==> src/rtl/uart_rx_module.sv <==
// rtl/uart_rx_module.sv - UART receiver: recovers start/data/[parity]/stop frames from seriali
//
// Purpose : Oversampling serial receiver. The line is brought into the clk domain
//           through a 2-FF synchronizer. After a start bit is qualified at
//           mid-bit, every following bit is sampled one full bit period later,
//           so all samples land near bit centres.
// Ports   : clk        - system clock, rising edge
//           reset      - asynchronous, active-low reset
//           seriali    - serial line, idle high, asynchronous to clk
//           data_out   - last good received word, held until the next good frame
//           data_valid - 1-cycle pulse, data_out just updated
//           frame_err  - 1-cycle pulse, stop bit low (or parity mismatch)
//           busy       - high from start-bit detect until the FSM returns to IDLE
// Config  : UART_RX_PARITY_EN - when defined, an even-parity bit follows the data
//           bits; a mismatch is reported through frame_err and the word is dropped.
`timescale 1ns/1ps

module uart_rx_module #(
  parameter int CLKS_PER_BIT = 868,
  parameter int DATA_BITS    = 8
) (
  input  logic                 clk,
  input  logic                 reset,
  input  logic                 seriali,
  output logic [DATA_BITS-1:0] data_out,
  output logic                 data_valid,
  output logic                 frame_err,
  output logic                 busy
);

  localparam int CNT_W = $clog2(CLKS_PER_BIT);
  localparam int IDX_W = $clog2(DATA_BITS);

  localparam logic [CNT_W-1:0] CNT_HALF = CNT_W'(CLKS_PER_BIT / 2 - 1);
  localparam logic [CNT_W-1:0] CNT_FULL = CNT_W'(CLKS_PER_BIT - 1);
  localparam logic [IDX_W-1:0] IDX_LAST = IDX_W'(DATA_BITS - 1);

  typedef enum logic [2:0] {
    ST_IDLE   = 3'd0,
    ST_START  = 3'd1,
    ST_DATA   = 3'd2,
`ifdef UART_RX_PARITY_EN
    ST_PARITY = 3'd3,
`endif
    ST_STOP   = 3'd4
  } state_t;

  state_t               state_q, state_d;
  logic [CNT_W-1:0]     cnt_q, cnt_d;
  logic [IDX_W-1:0]     idx_q, idx_d;
  logic [DATA_BITS-1:0] shift_q, shift_d;
  logic [DATA_BITS-1:0] data_q, data_d;
  logic                 valid_q, valid_d;
  logic                 err_q, err_d;
  logic                 busy_q, busy_d;
  logic                 sync1_q, sync1_d;
  logic                 sync2_q, sync2_d;
  logic                 parity_good;

`ifdef UART_RX_PARITY_EN
  logic                 parity_ok_q, parity_ok_d;
  assign parity_good = parity_ok_q;
`else
  assign parity_good = 1'b1;
`endif

  logic rx_s;
  logic half_tick;
  logic full_tick;

  assign rx_s      = sync2_q;
  assign half_tick = (cnt_q == CNT_HALF);
  assign full_tick = (cnt_q == CNT_FULL);

  always_comb begin
    sync1_d  = seriali;
    sync2_d  = sync1_q;
    state_d  = state_q;
    cnt_d    = cnt_q;
    idx_d    = idx_q;
    shift_d  = shift_q;
    data_d   = data_q;
    busy_d   = busy_q;
    valid_d  = 1'b0;
    err_d    = 1'b0;
`ifdef UART_RX_PARITY_EN
    parity_ok_d = parity_ok_q;
`endif

    case (state_q)
      ST_IDLE: begin
        cnt_d = '0;
        idx_d = '0;
        if (!rx_s) begin
          state_d = ST_START;
          busy_d  = 1'b1;
        end
      end

      ST_START: begin
        if (half_tick) begin
          cnt_d = '0;
          if (!rx_s) begin
            state_d = ST_DATA;
          end else begin
            // Line went back high before mid-bit: treat as noise.
            state_d = ST_IDLE;
            busy_d  = 1'b0;
          end
        end else begin
          cnt_d = cnt_q + CNT_W'(1);
        end
      end

      ST_DATA: begin
        if (full_tick) begin
          cnt_d   = '0;
          // LSB arrives first, so shifting in at the MSB leaves it at bit 0.
          shift_d = {rx_s, shift_q[DATA_BITS-1:1]};
          if (idx_q == IDX_LAST) begin
            idx_d = '0;
`ifdef UART_RX_PARITY_EN
            state_d = ST_PARITY;
`else
            state_d = ST_STOP;
`endif
          end else begin
            idx_d = idx_q + IDX_W'(1);
          end
        end else begin
          cnt_d = cnt_q + CNT_W'(1);
        end
      end

`ifdef UART_RX_PARITY_EN
      ST_PARITY: begin
        if (full_tick) begin
          cnt_d       = '0;
          // Even parity: the parity bit equals the XOR of the data bits.
          parity_ok_d = (rx_s == ^shift_q);
          state_d     = ST_STOP;
        end else begin
          cnt_d = cnt_q + CNT_W'(1);
        end
      end
`endif

      ST_STOP: begin
        if (full_tick) begin
          cnt_d   = '0;
          state_d = ST_IDLE;
          busy_d  = 1'b0;
          if (rx_s && parity_good) begin
            data_d  = shift_q;
            valid_d = 1'b1;
          end else begin
            err_d = 1'b1;
          end
        end else begin
          cnt_d = cnt_q + CNT_W'(1);
        end
      end

      default: begin
        state_d = ST_IDLE;
        cnt_d   = '0;
        idx_d   = '0;
        busy_d  = 1'b0;
      end
    endcase
  end

  always_ff @(posedge clk or negedge reset) begin
    if (!reset) begin
      state_q <= ST_IDLE;
      cnt_q   <= '0;
      idx_q   <= '0;
      shift_q <= '0;
      data_q  <= '0;
      valid_q <= 1'b0;
      err_q   <= 1'b0;
      busy_q  <= 1'b0;
      // Synchronizer preset to the idle line level so reset release is quiet.
      sync1_q <= 1'b1;
      sync2_q <= 1'b1;
`ifdef UART_RX_PARITY_EN
      parity_ok_q <= 1'b0;
`endif
    end else begin
      state_q <= state_d;
      cnt_q   <= cnt_d;
      idx_q   <= idx_d;
      shift_q <= shift_d;
      data_q  <= data_d;
      valid_q <= valid_d;
      err_q   <= err_d;
      busy_q  <= busy_d;
      sync1_q <= sync1_d;
      sync2_q <= sync2_d;
`ifdef UART_RX_PARITY_EN
      parity_ok_q <= parity_ok_d;
`endif
    end
  end

  assign data_out   = data_q;
  assign data_valid = valid_q;
  assign frame_err  = err_q;
  assign busy       = busy_q;

endmodule
==> config.mk <==
export PLATFORM = sky130hd
export DESIGN_NAME = uart_rx_module
export DESIGN_NICKNAME = d
export VERILOG_FILES = /design/src/rtl/uart_rx_module.sv
export SDC_FILE = /design/constraint.sdc
export NUM_CORES = 1
export LEC_CHECK = 0
export BUFFER_PORTS_ARGS = -buffer_cell sky130_fd_sc_hd__buf_2
export CORE_MARGIN = 2
export CORE_UTILIZATION = 47
export DETAILED_ROUTE_END_ITERATION = 6
export GPL_ROUTABILITY_DRIVEN = 0
export PLACE_DENSITY = 0.65
export SLEW_MARGIN = 40
export SYNTH_ARGS = -nofsm -noshare
export SYNTH_HDL_FRONTEND = slang
export SYNTH_SLANG_ARGS = --single-unit
export TNS_END_PERCENT = 20
==> constraint.sdc <==
create_clock -name clk -period 3 [get_ports clk]
set_clock_uncertainty 0.05 [all_clocks]
set_input_delay 0.3 -clock clk [delete_from_list [all_inputs] [get_ports clk]]
set_output_delay 0.3 -clock clk [all_outputs]
set_load 0.02 [all_outputs]
* Word level (Yosys, flattened, before mapping)
Cells that the tools add are included.
W data, S select, Z words.
** Word-level totals
- Register bits :: 37
- Latch bits :: 0
- Bits in writable memories :: 0
- Memory bits (read-only) :: 0
- Input bits :: 3
- Output and inout port bits :: 11
- Word-level logic and storage cells :: 58
- Memories kept :: 0
** Operators by class
- Add/sub/neg operators :: 2
- $mul :: 0
- Divide/modulo/power cells :: 0
- Order comparisons :: 0
- Eq/ne operators :: 12
- Shift-type cells :: 0
- Multiplexer cells :: 24
- Bitwise logic cells :: 2
- Reductions and logical operators :: 8
** Operator list (number)
- $mux W3 :: 7
- $mux W10 :: 2
- $pmux W10 S2 :: 1
- $ne A2 B2 Y1 const B :: 6
- $pmux W3 S4 :: 1
- $add A10 B1 Y10 const B :: 1
- $eq A10 B10 Y1 const B :: 1
- $eq A10 B9 Y1 const B :: 1
- $mux W1 :: 10
- $reduce_and A5 Y1 :: 2
- $eq A3 B3 Y1 const B :: 2
- $pmux W3 S2 :: 1
- $pmux W1 S4 :: 1
- $reduce_and A2 Y1 :: 2
- $reduce_or A2 Y1 :: 2
- $add A3 B1 Y3 const B :: 1
- $eq A3 B1 Y1 const B :: 1
- $eq A3 B2 Y1 const B :: 1
- $logic_not A3 Y1 :: 1
- $reduce_and A3 Y1 :: 1
- $mux W2 :: 1
- $not A1 Y1 :: 2

* Depth between registers and ports, before layout
- Depth in word-level cells :: 4
- Gate-level depth with buffers :: 7
- Mapped depth without buffers :: 6

* Worst setup path after synthesis
Ideal clock, no wire load.
- Path kind :: register to register
- Start point :: reg cnt_q[0]
- End point :: reg shift_q[0]
- Library setup time :: 125 ps
- Data arrival time :: 1859 ps
- Required time :: 2825 ps
- Path slack :: 967 ps
- Cell stages (with the launch flop) :: 7
- Buffers on the path :: 1
- Period minus slack after synthesis :: 2033 ps
- Path through :: dfrtp_1 > ha_1 > nand4_1 > nor4b_4 > and3_2 > buf_2 > mux2_2
** Between the ends
- Cells in the longest elaborated chain, start to end :: 2
** RTL lines
- start, declared :: line 49 : logic [CNT_W-1:0] cnt_q, cnt_d;
- start signal, assigned :: line 191 : cnt_q <= cnt_d;
- $eq A10 B10 Y1 :: line 73 : assign full_tick = (cnt_q == CNT_FULL);
- $reduce_and A2 Y1 (no line)
- end signal, assigned :: line 193 : shift_q <= shift_d;
- end, declared :: line 51 : logic [DATA_BITS-1:0] shift_q, shift_d;
No other way between the ends.
A chain may end at the register's enable or synchronous reset.

* Final worst setup path
- Start point :: reg cnt_q[0]
- End point :: reg data_q[6] (netlist: data_out[6])
** Between the ends
- Cells in the longest elaborated chain, start to end :: 2
** RTL lines
- $eq A10 B10 Y1 :: line 73
- $reduce_and A3 Y1 (no line)
- end signal, assigned :: line 194 : data_q <= data_d;
- end, declared :: line 52 : logic [DATA_BITS-1:0] data_q, data_d;
No other way between the ends.

==> results by group <==
Status
  • Status: finished clean

Power
  • Net Sw Frac: 21.70%
  • Int Pwr: 0.6190 mW
  • LEAKAGE: 0.9137 nW
  • Psw: 0.1715 mW
  • Combinational Power Share: 1.7%
  • Sequential power share: 63.5%
  • PD cells: 441.8 nW/µm²
  • Clock Power Share: 34.7%
  • Worst vdd ir: 0.2520 mV
  • Power Total: 0.7905 mW

Logic synthesis
  • FF+latch count, synth: 37
  • Mean Syn Cell Area: 12.77 µm²
  • Post-synthesis cell type count: 31
  • Mapped Area: 1597 µm²
  • Yosys warns: 0
  • Synth Instances: 125
  • Mapped Nets: 132
  • Seq/Total Area, Yosys: 58.15%

Clocking
  • # hold bufs at CTS: 2
  • Clock slew at reported path FFs: 100 ps
  • Cts bufs inserted: 5
  • CTS sink count: 37
  • Post-CTS Repair Setup Buffers: 0
  • CTS tree: done
  • CTS H-tree depth: 2
  • Worst-Skew Late Latency: 340 ps
  • CTS Root Cell: clkbuf_4
  • CTS max path bufs: 2
  • Post_cts resized: 0

Flow run
  • Max cap viols: 0

Worst setup path
  • Startpoint Class: flip-flop
  • Crit-path leading delay family: simple AND/OR/NAND/NOR gates
  • FF-to-FF End: data_out[6]
  • Flop-to-flop setup slack: 820 ps
  • Reg2Reg Launch Point: cnt_q[0]
  • CP endpoint kind: flip-flop
  • Worst path bufs/invs: 0
  • Slowest stage delay, CP: 500 ps
  • Arr. time, crit path: 2360 ps
  • CP Cell Sequence: ha_1 -> nand4_1 -> nor4b_4 -> nand4_2 -> mux2_2
  • Crit path max fanout: 9
  • Setup CP Type: reg2reg
  • Req. time, crit path: 3180 ps
  • Crit path max-delay cell type: nor4b_4
  • R2R depth: 5

Placement
  • Placed cell area: 1702 µm²
  • DP Wirelength: 1756 µm
  • Placed cells: 181
  • Post-Place Worst Slack: 785.2 ps
  • IO buf count: 13

STA
  • Min Hold Slack: 313.7 ps
  • Least-Margin Pin Slew: 474.4 ps
  • Post-route setup TNS: 0 ps
  • Slew Limit Fails: 0
  • Period utilization: 72.64%
  • Count of final setup violators: 0
  • Fmax achieved: 458.9 MHz
  • Final hold vios: 0
  • Fin crit period: 2179 ps
  • Slack of the critical path: 820.7 ps
  • Worst slew margin: 68.24%
  • RSZ-0062 raised after global routing: false

Route
  • Final wirelength: 2484 µm
  • DRC errors left: 0
  • Via count: 997
  • Drt wl/cell: 13.01 µm
  • DR vias/cell: 5.220
  • First-iteration detailed-routing DRC count: 39
  • Post-route antenna net violation count: 0
  • First-pass DRT Iterations: 4

Die
  • Row count: 21
  • Die area: 3879 µm²
  • Horiz. Die Dim: 62.28 µm
  • Core area: 3311 µm²
  • Die Ht: 62.28 µm
  • Initial Util: 48.22%
  • Top Ports: 14

Final layout
  • Fillers: 296
  • Layout cells sized above 1: 31.03%
  • # diodes: 0
  • Finished Cell Area: 1789 µm²
  • Final std cells w/o fill: 191
  • Area growth, synth to finish: 12.07%
  • Nets: 151
  • Util after Layout: 54.04%

Min path
  • Hold Path Origin: sync1_q
  • Hold endpoint: rx_s
  • Worst Hold Path Cells: 0
  • Min-delay worst type: reg2reg

Global routing
  • Grt total ovfl: 0
  • Initial antenna violation count: 0
  • Vias in the first global route: 988
  • Gr usage total: 15.05%
  • Global-route wire length before repair: 4491 µm
  • Largest net degree at the start of global routing: 38
[how the worst max path moves through the flow]
stage | cells past startpoint | slack (ps) | start | end
after detailed placement | 5 | 790 | cnt_q[0] | data_out[6]
after global routing | 5 | 580 | cnt_q[0] | data_out[6]
after global placement | 5 | 850 | cnt_q[0] | data_out[3]
after CTS | 5 | 770 | cnt_q[0] | data_out[6]
after floorplan | 6 | 970 | cnt_q[0] | shift_q[0]
final | 5 | 820 | cnt_q[0] | data_out[6]
[cell type report]
type	instances	area, µm²	area share [%]
Sequential cell	37	928.4	51.89
Multi-Input combinational cell	82	639.4	35.73
Timing Repair Buffer	15	87.58	4.895
Tap cell	46	57.56	3.217
Clock buffer	6	51.30	2.867
Clock inverter	2	13.76	0.7692
Inverter	3	11.26	0.6294
[registers in the layout (all words and copies together) (netlist names)]
| register | cells |
|---|---|
| state_q | 3 |
| data_valid | 1 |
| idx_q | 3 |
| rx_s | 1 |
| data_out | 8 |
| cnt_q | 10 |
| frame_err | 1 |
| shift_q | 8 |
| sync1_q | 1 |
| busy | 1 |
[power by group through the flow]
stage	Sequential [mW]	Clock, mW	Combinational, mW
after floorplan	0.512	0	0.00113
after global placement	0.512	0	0.0119
after detailed placement	0.512	0	0.0124
after CTS	0.503	0.288	0.0143
after global routing	0.503	0.317	0.0166
final	0.502	0.274	0.0137
[per-layer routing]
metal	track usage [%]	wire, µm	vias to the layer above
li1	-	-	486
met1	19.25	1214	492
met2	23.10	1126	13
met3	5.435	89	6
met4	6.667	54	0
met5	0	0	-
[placed cells by master (no fill, tap or decap), types with 2 or more instances in the layout]
| cell type | count |
|---|---|
| dfrtp_1 | 35 |
| nor2_1 | 17 |
| mux2_2 | 16 |
| buf_2 | 12 |
| xor2_1 | 5 |
| nand2_1 | 5 |
| clkbuf_4 | 5 |
| nand4_1 | 4 |
| ha_1 | 4 |
| nand3_1 | 3 |
| xnor2_1 | 3 |
| inv_1 | 3 |
| a22o_1 | 3 |
| o2bb2ai_1 | 3 |
| nor3b_1 | 2 |
| o21ai_0 | 2 |
| and3_2 | 2 |
| dlygate4sd3_1 | 2 |
| dfstp_2 | 2 |
[kinds of logic (layout without fill, tap and decap cells)]
kind of cell,after synthesis,in the layout,share of synthesized area [%]
AOI/OAI and AO/OA,14,14,6.663
xor gates and xnor gates,8,8,4.389
adders and majority gates,4,4,3.135
buffers and inverters,6,26,1.803
DFF,37,37,58.15
muxes,16,16,11.29
and+or+nand+nor,40,40,14.58
[cell usage after synthesis (all sizes together)]
| cell | n | area [µm²] |
|---|---|---|
| a2111oi | 1 | 8.760 |
| a21o | 1 | 7.510 |
| a21oi | 1 | 5.000 |
| a22o | 3 | 26.28 |
| and3 | 2 | 15.01 |
| and4 | 2 | 18.77 |
| buf | 3 | 17.52 |
| dfrtp | 35 | 875.8 |
| dfstp | 2 | 52.55 |
| ha | 4 | 50.05 |
| inv | 3 | 11.26 |
| mux2 | 16 | 180.2 |
| nand2 | 5 | 18.77 |
| nand3 | 3 | 15.01 |
| nand4 | 5 | 37.53 |
| nor2 | 17 | 63.81 |
| nor2b | 1 | 6.260 |
| nor3b | 2 | 15.01 |
| nor4b | 1 | 23.77 |
| nor4bb | 1 | 10.01 |
| o211ai | 1 | 7.510 |
| o21ai | 2 | 10.01 |
| o22a | 1 | 8.760 |
| o22ai | 1 | 6.260 |
| o2bb2ai | 3 | 26.28 |
| or3b | 1 | 8.760 |
| xnor2 | 3 | 26.28 |
| xor2 | 5 | 43.79 |
Power figures use the tool's default switching activity.
